==> src/rtl/sext_arbiter.sv <==
// Round-robin arbiter sharing one sign-extension unit among four field requesters.
// Define SEXT_ARB_STATS_EN to compile in the per-port saturating accept counters (grant_cnt).
module sext_arbiter #(
  parameter int unsigned W0 = 5,
  parameter int unsigned W1 = 6,
  parameter int unsigned W2 = 9,
  parameter int unsigned W3 = 11
) (
  input  logic        clk,
  input  logic        reset_n,
  input  logic [3:0]  req_valid,
  input  logic [63:0] req_data,
  output logic [3:0]  req_ready,
  output logic        resp_valid,
  input  logic        resp_ready,
  output logic [15:0] resp_data,
  output logic [1:0]  resp_id
`ifdef SEXT_ARB_STATS_EN
  ,
  output logic [31:0] grant_cnt
`endif
);

  function automatic logic [15:0] sext_field(input logic [15:0] raw, input int unsigned width);
    logic [15:0] res;
    logic [3:0]  msb;
    res = 16'h0000;
    msb = 4'(width - 32'd1);
    for (int unsigned b = 0; b < 32'd16; b++) begin
      if (b < width) begin
        res[b] = raw[b];
      end else begin
        res[b] = raw[msb];
      end
    end
    return res;
  endfunction

  function automatic int unsigned port_width(input logic [1:0] idx);
    int unsigned w;
    case (idx)
      2'd0:    w = W0;
      2'd1:    w = W1;
      2'd2:    w = W2;
      2'd3:    w = W3;
      default: w = W0;
    endcase
    return w;
  endfunction

  logic        resp_valid_q, resp_valid_d;
  logic [15:0] resp_data_q, resp_data_d;
  logic [1:0]  resp_id_q, resp_id_d;
  logic [1:0]  ptr_q, ptr_d;
  logic        grant_found_s;
  logic [1:0]  grant_idx_s;
  logic [1:0]  cand_s;
  logic        slot_open_s;
  logic        accept_s;
  logic [15:0] raw_s;

  // Rotating priority search starting at ptr_q; first valid port wins.
  always_comb begin
    grant_found_s = 1'b0;
    grant_idx_s   = ptr_q;
    cand_s        = ptr_q;
    for (int k = 0; k < 4; k++) begin
      cand_s = ptr_q + 2'(k);
      if (!grant_found_s && req_valid[cand_s]) begin
        grant_found_s = 1'b1;
        grant_idx_s   = cand_s;
      end else begin
        grant_found_s = grant_found_s;
      end
    end
  end

  // A new result may be loaded when the register is empty or is draining this cycle.
  always_comb begin
    slot_open_s = !resp_valid_q || resp_ready;
    accept_s    = grant_found_s && slot_open_s;
    raw_s       = req_data[{grant_idx_s, 4'b0000} +: 16];
    if (accept_s) begin
      req_ready = 4'b0001 << grant_idx_s;
    end else begin
      req_ready = 4'b0000;
    end
  end

  // Next state of the result register and round-robin pointer.
  always_comb begin
    resp_valid_d = resp_valid_q;
    resp_data_d  = resp_data_q;
    resp_id_d    = resp_id_q;
    ptr_d        = ptr_q;
    if (accept_s) begin
      resp_valid_d = 1'b1;
      resp_data_d  = sext_field(raw_s, port_width(grant_idx_s));
      resp_id_d    = grant_idx_s;
      ptr_d        = grant_idx_s + 2'd1;
    end else if (resp_valid_q && resp_ready) begin
      resp_valid_d = 1'b0;
    end else begin
      resp_valid_d = resp_valid_q;
    end
  end

  // Result register and pointer state.
  always_ff @(posedge clk or negedge reset_n) begin
    if (!reset_n) begin
      resp_valid_q <= 1'b0;
      resp_data_q  <= 16'h0000;
      resp_id_q    <= 2'b00;
      ptr_q        <= 2'b00;
    end else begin
      resp_valid_q <= resp_valid_d;
      resp_data_q  <= resp_data_d;
      resp_id_q    <= resp_id_d;
      ptr_q        <= ptr_d;
    end
  end

  assign resp_valid = resp_valid_q;
  assign resp_data  = resp_data_q;
  assign resp_id    = resp_id_q;

`ifdef SEXT_ARB_STATS_EN
  logic [31:0] cnt_q;

  // Per-port accept counters, saturating at 8'hFF.
  always_ff @(posedge clk or negedge reset_n) begin
    if (!reset_n) begin
      cnt_q <= 32'h0000_0000;
    end else begin
      for (int i = 0; i < 4; i++) begin
        if (accept_s && (grant_idx_s == 2'(i)) && (cnt_q[8*i +: 8] != 8'hFF)) begin
          cnt_q[8*i +: 8] <= cnt_q[8*i +: 8] + 8'd1;
        end else begin
          cnt_q[8*i +: 8] <= cnt_q[8*i +: 8];
        end
      end
    end
  end

  assign grant_cnt = cnt_q;
`endif

endmodule
==> config.mk <==
export PLATFORM = sky130hd
export DESIGN_NAME = sext_arbiter
export DESIGN_NICKNAME = d
export VERILOG_FILES = /design/src/rtl/sext_arbiter.sv
export SDC_FILE = /design/constraint.sdc
export NUM_CORES = 1
export LEC_CHECK = 0
export CAP_MARGIN = 20
export CELL_PAD_IN_SITES_DETAIL_PLACEMENT = 0
export CELL_PAD_IN_SITES_GLOBAL_PLACEMENT = 1
export CORE_MARGIN = 4
export CORE_UTILIZATION = 31
export CTS_BUF_LIST = sky130_fd_sc_hd__clkbuf_16
export DETAILED_ROUTE_END_ITERATION = 10
export PLACE_DENSITY_LB_ADDON = 0.1
export SLEW_MARGIN = 20
export SYNTH_ARGS = -nofsm -noshare
export SYNTH_HDL_FRONTEND = slang
export SYNTH_SLANG_ARGS = --single-unit
==> constraint.sdc <==
create_clock -name clk -period 5.5 [get_ports clk]
set_clock_uncertainty 0.2 [all_clocks]
set_input_delay 1.65 -clock clk [delete_from_list [all_inputs] [get_ports clk]]
set_output_delay 1.65 -clock clk [all_outputs]
set_load 0.01 [all_outputs]
==> results.json <==
{
  "cts_resized": 5,
  "yosysTopAreaCellShare_pct": 24.73,
  "synthToLayoutAreaGrowth_pct": 54.06,
  "drtPass1Iterations": 4,
  "die_x_um": 90.79,
  "nFillCells": 642,
  "drive_gt1_share_pct": 15.50,
  "cp_slowest_cell": "or4_4",
  "max_slew_margin_pct": 64.40,
  "routed_wl_um": 7445,
  "diodes": 0,
  "rows": 29,
  "clock_path_buffers": 2,
  "synth_area_leaders": "dfrtp_1 25%, mux2i_1 10%, nand2_1 5.3%, ha_1 4.1%, mux4_1 3.7%",
  "grt_max_degree": 36,
  "finish.utilization_pct": 50.39,
  "start_util_pct": 32.71,
  "overflow": 0,
  "timing_hold_violations_final": 0,
  "synth-edff-count": 0,
  "grt_antenna_before_repair": 0,
  "syn_nets": 317,
  "gp_congestion": 0.8216,
  "cts_hold_buf": 0,
  "power.density_nw_per_um2": 444.8,
  "crit_buf_inv": 3,
  "whs_ns": 0.2856,
  "cp-start-kind": "input pin",
  "cp_max_fo": 5,
  "die_area_um2": 8242,
  "cts_sinks": 21,
  "synth-seq-cells": 21,
  "drc": 0,
  "required_ns": 3.65,
  "syn_area_per_cell_um2": 8.889,
  "timing.hold.worst_path_depth": 2,
  "fp.coreArea_um2": 6495,
  "routedWlPerCell_um": 17.77,
  "worst_path_dominant_cell_family": "simple AND/OR/NAND/NOR gates",
  "tightest_slew_ns": 0.5299,
  "maxCapViolCount": 0,
  "cts_tree": "yes",
  "r2r_slack_ns": 1.78,
  "outcome": "finished clean",
  "ant_nets": 0,
  "grt_pass1_vias": 2258,
  "drtIter0Drc": 123,
  "period_needed_ns": 5.370,
  "numCtsBuffers": 3,
  "worstSkewPairLatency_ns": 0.26,
  "worstHoldStart": "resp_id[0]",
  "synth_top_cell_by_area": "dfrtp_1",
  "rsz0062_at_grt": "false",
  "r2r_start": "ptr_q[1]",
  "ctsRootBufferMaster": "clkbuf_16",
  "synth_flop_cell": "dfrtp_1",
  "irDropWorstVdd_uv": 233.5,
  "worstPathCellList": "clkdlybuf4s50_1 -> or4_4 -> nand2_4 -> inv_2 -> ha_1 -> and2_1 -> dlygate4sd2_1",
  "io_buffers": 93,
  "nNetsFinal": 421,
  "async_reset_ff_share_pct": 100.0,
  "dp_hpwl_um": 5908,
  "critical_path_class": "input pin to primary output",
  "power.leakage_nw": 1.390,
  "grt_pass1_wl_um": 11960,
  "post_cts_buffers": 0,
  "die_height_um": 90.79,
  "slowest_delay_ns": 0.59,
  "cts-htree-levels": 1,
  "fmax_mhz": 186.2,
  "path_clk_slew_ns": 0.06,
  "hold_path_class": "flop to flop",
  "ys_warn_count": 0,
  "vias": 2283,
  "io_pins": 94,
  "finalSetupViolations": 0,
  "cp-end-kind": "primary output",
  "slew_viol_final": 0,
  "worstPathArrival_ns": 3.52,
  "reg2reg_to": "resp_data[5]",
  "grt.total_usage_pct": 17.98,
  "synth_seq_area_share_pct": 24.73,
  "reg2reg_depth": 9,
  "synth_area_um2": 2125,
  "fin_crit_sh_pct": 97.64,
  "vias_per_cell": 5.449,
  "synth_cells": 239,
  "ys_types": 61,
  "hold_end": "resp_id[0]"
}
==> where the power goes <==
| group | total, mW | switching (mW) | leakage (nW) | internal (mW) |
|---|---|---|---|---|
| Sequential | 0.274 | 0.0475 | 0.234 | 0.226 |
| Clock | 0.156 | 0.0580 | 0.0409 | 0.0978 |
| Combinational | 1.03 | 0.527 | 1.11 | 0.499 |
| Total | 1.46 | 0.632 | 1.39 | 0.823 |
==> worst min-delay path: cells and delay by family, from the launching register on <==
kind            cells  cell delay (ns)
flops               1             0.34
compound gates      1             0.06
simple gates        1             0.05
==> layer usage <==
layer  routed length (um)  share of wire, %  global-route usage [%]
met1                 3256                44                   22.66
met2                 3746                50                   31.87
met3                  353               4.7                   3.583
met4                   88               1.2                   3.518
met5                    0                 0                       0
==> logic make-up (layout without fill, tap and decap cells) <==
| logic type | Yosys count | after routing | synth area share [%] |
|---|---|---|---|
| compound gates | 64 | 64 | 22.20 |
| fa+ha+maj | 7 | 7 | 4.122 |
| buf+inv | 22 | 125 | 7.067 |
| flops | 21 | 21 | 24.73 |
| mux | 35 | 35 | 21.50 |
| simple gates | 90 | 90 | 20.38 |
==> worst max-delay path by stage <==
| stage | start | endpoint | slack [ns] | cells past startpoint |
|---|---|---|---|---|
| 4_1_cts | req_valid[3] | req_ready[0] | 0.02 | 8 |
| 5_1_grt | req_valid[1] | req_ready[0] | 0.03 | 7 |
| 3_3_place_gp | req_valid[3] | req_ready[1] | -0.16 | 8 |
| 3_5_place_dp | req_valid[3] | req_ready[2] | -0.20 | 8 |
| 2_1_floorplan | req_valid[2] | req_ready[0] | 0.25 | 9 |
| 6_report | req_valid[1] | req_ready[0] | 0.13 | 7 |
==> layout make-up <==
type                            instances  area (um^2)  share of cell area (%)
Tap cell                               77        96.34                   2.943
Inverter                                8        30.03                  0.9174
Clock inverter                          1        5.005                  0.1529
Timing Repair Buffer                  113         1091                   33.33
Clock buffer                            3        75.07                   2.294
Multi-Input combinational cell        196         1450                   44.30
Sequential cell                        21        525.5                   16.06
==> state kept, by name, indices dropped and copies added (netlist names) <==
register and count:
resp_data 16, ptr_q 2, resp_id 2, resp_valid 1
==> stage by stage <==
stage	std cells	setup TNS, ns	power, mW	setup slack (ns)	cell area [um^2]
3_5_place_dp	415	-0.9567	1.313	-0.2013	3194
5_1_grt	419	0	1.570	0.03422	3273
3_3_place_gp	415	-0.5875	1.304	-0.1602	3194
2_1_floorplan	239	0	0.9197	0.2478	2125
4_1_cts	419	0	1.471	0.01572	3271
6_report	419	0	1.456	0.1298	3273
==> synthesized netlist by cell type (3+ instances only) <==
library cell and n:
o22ai_1 4, o21ai_0 11, mux2_2 6, nor2b_1 4, a21oi_1 11, mux4_1 3, nand2_1 30, ha_1 7
a31oi_1 7, inv_1 5, dfrtp_1 21, mux4_2 3, nor2_1 21, clkbuf_1 5, nand3_1 14, mux2i_1 22
nor3_1 4
==> cells in the final DEF, fill, tap and decap left out, types with 3 or more instances in the layout <==
cell type,n
clkdlybuf4s50_1,85
nand2_1,30
mux2i_1,22
nor2_1,21
dfrtp_1,21
buf_4,19
nand3_1,14
o21ai_0,11
a21oi_1,11
a31oi_1,7
ha_1,7
mux2_2,6
inv_1,5
nor2b_1,4
nor3_1,4
o22ai_1,4
dlygate4sd2_1,4
mux4_1,3
mux4_2,3
clkbuf_16,3
dlymetal6s2s_1,3
(Power assumes the default switching activity.)
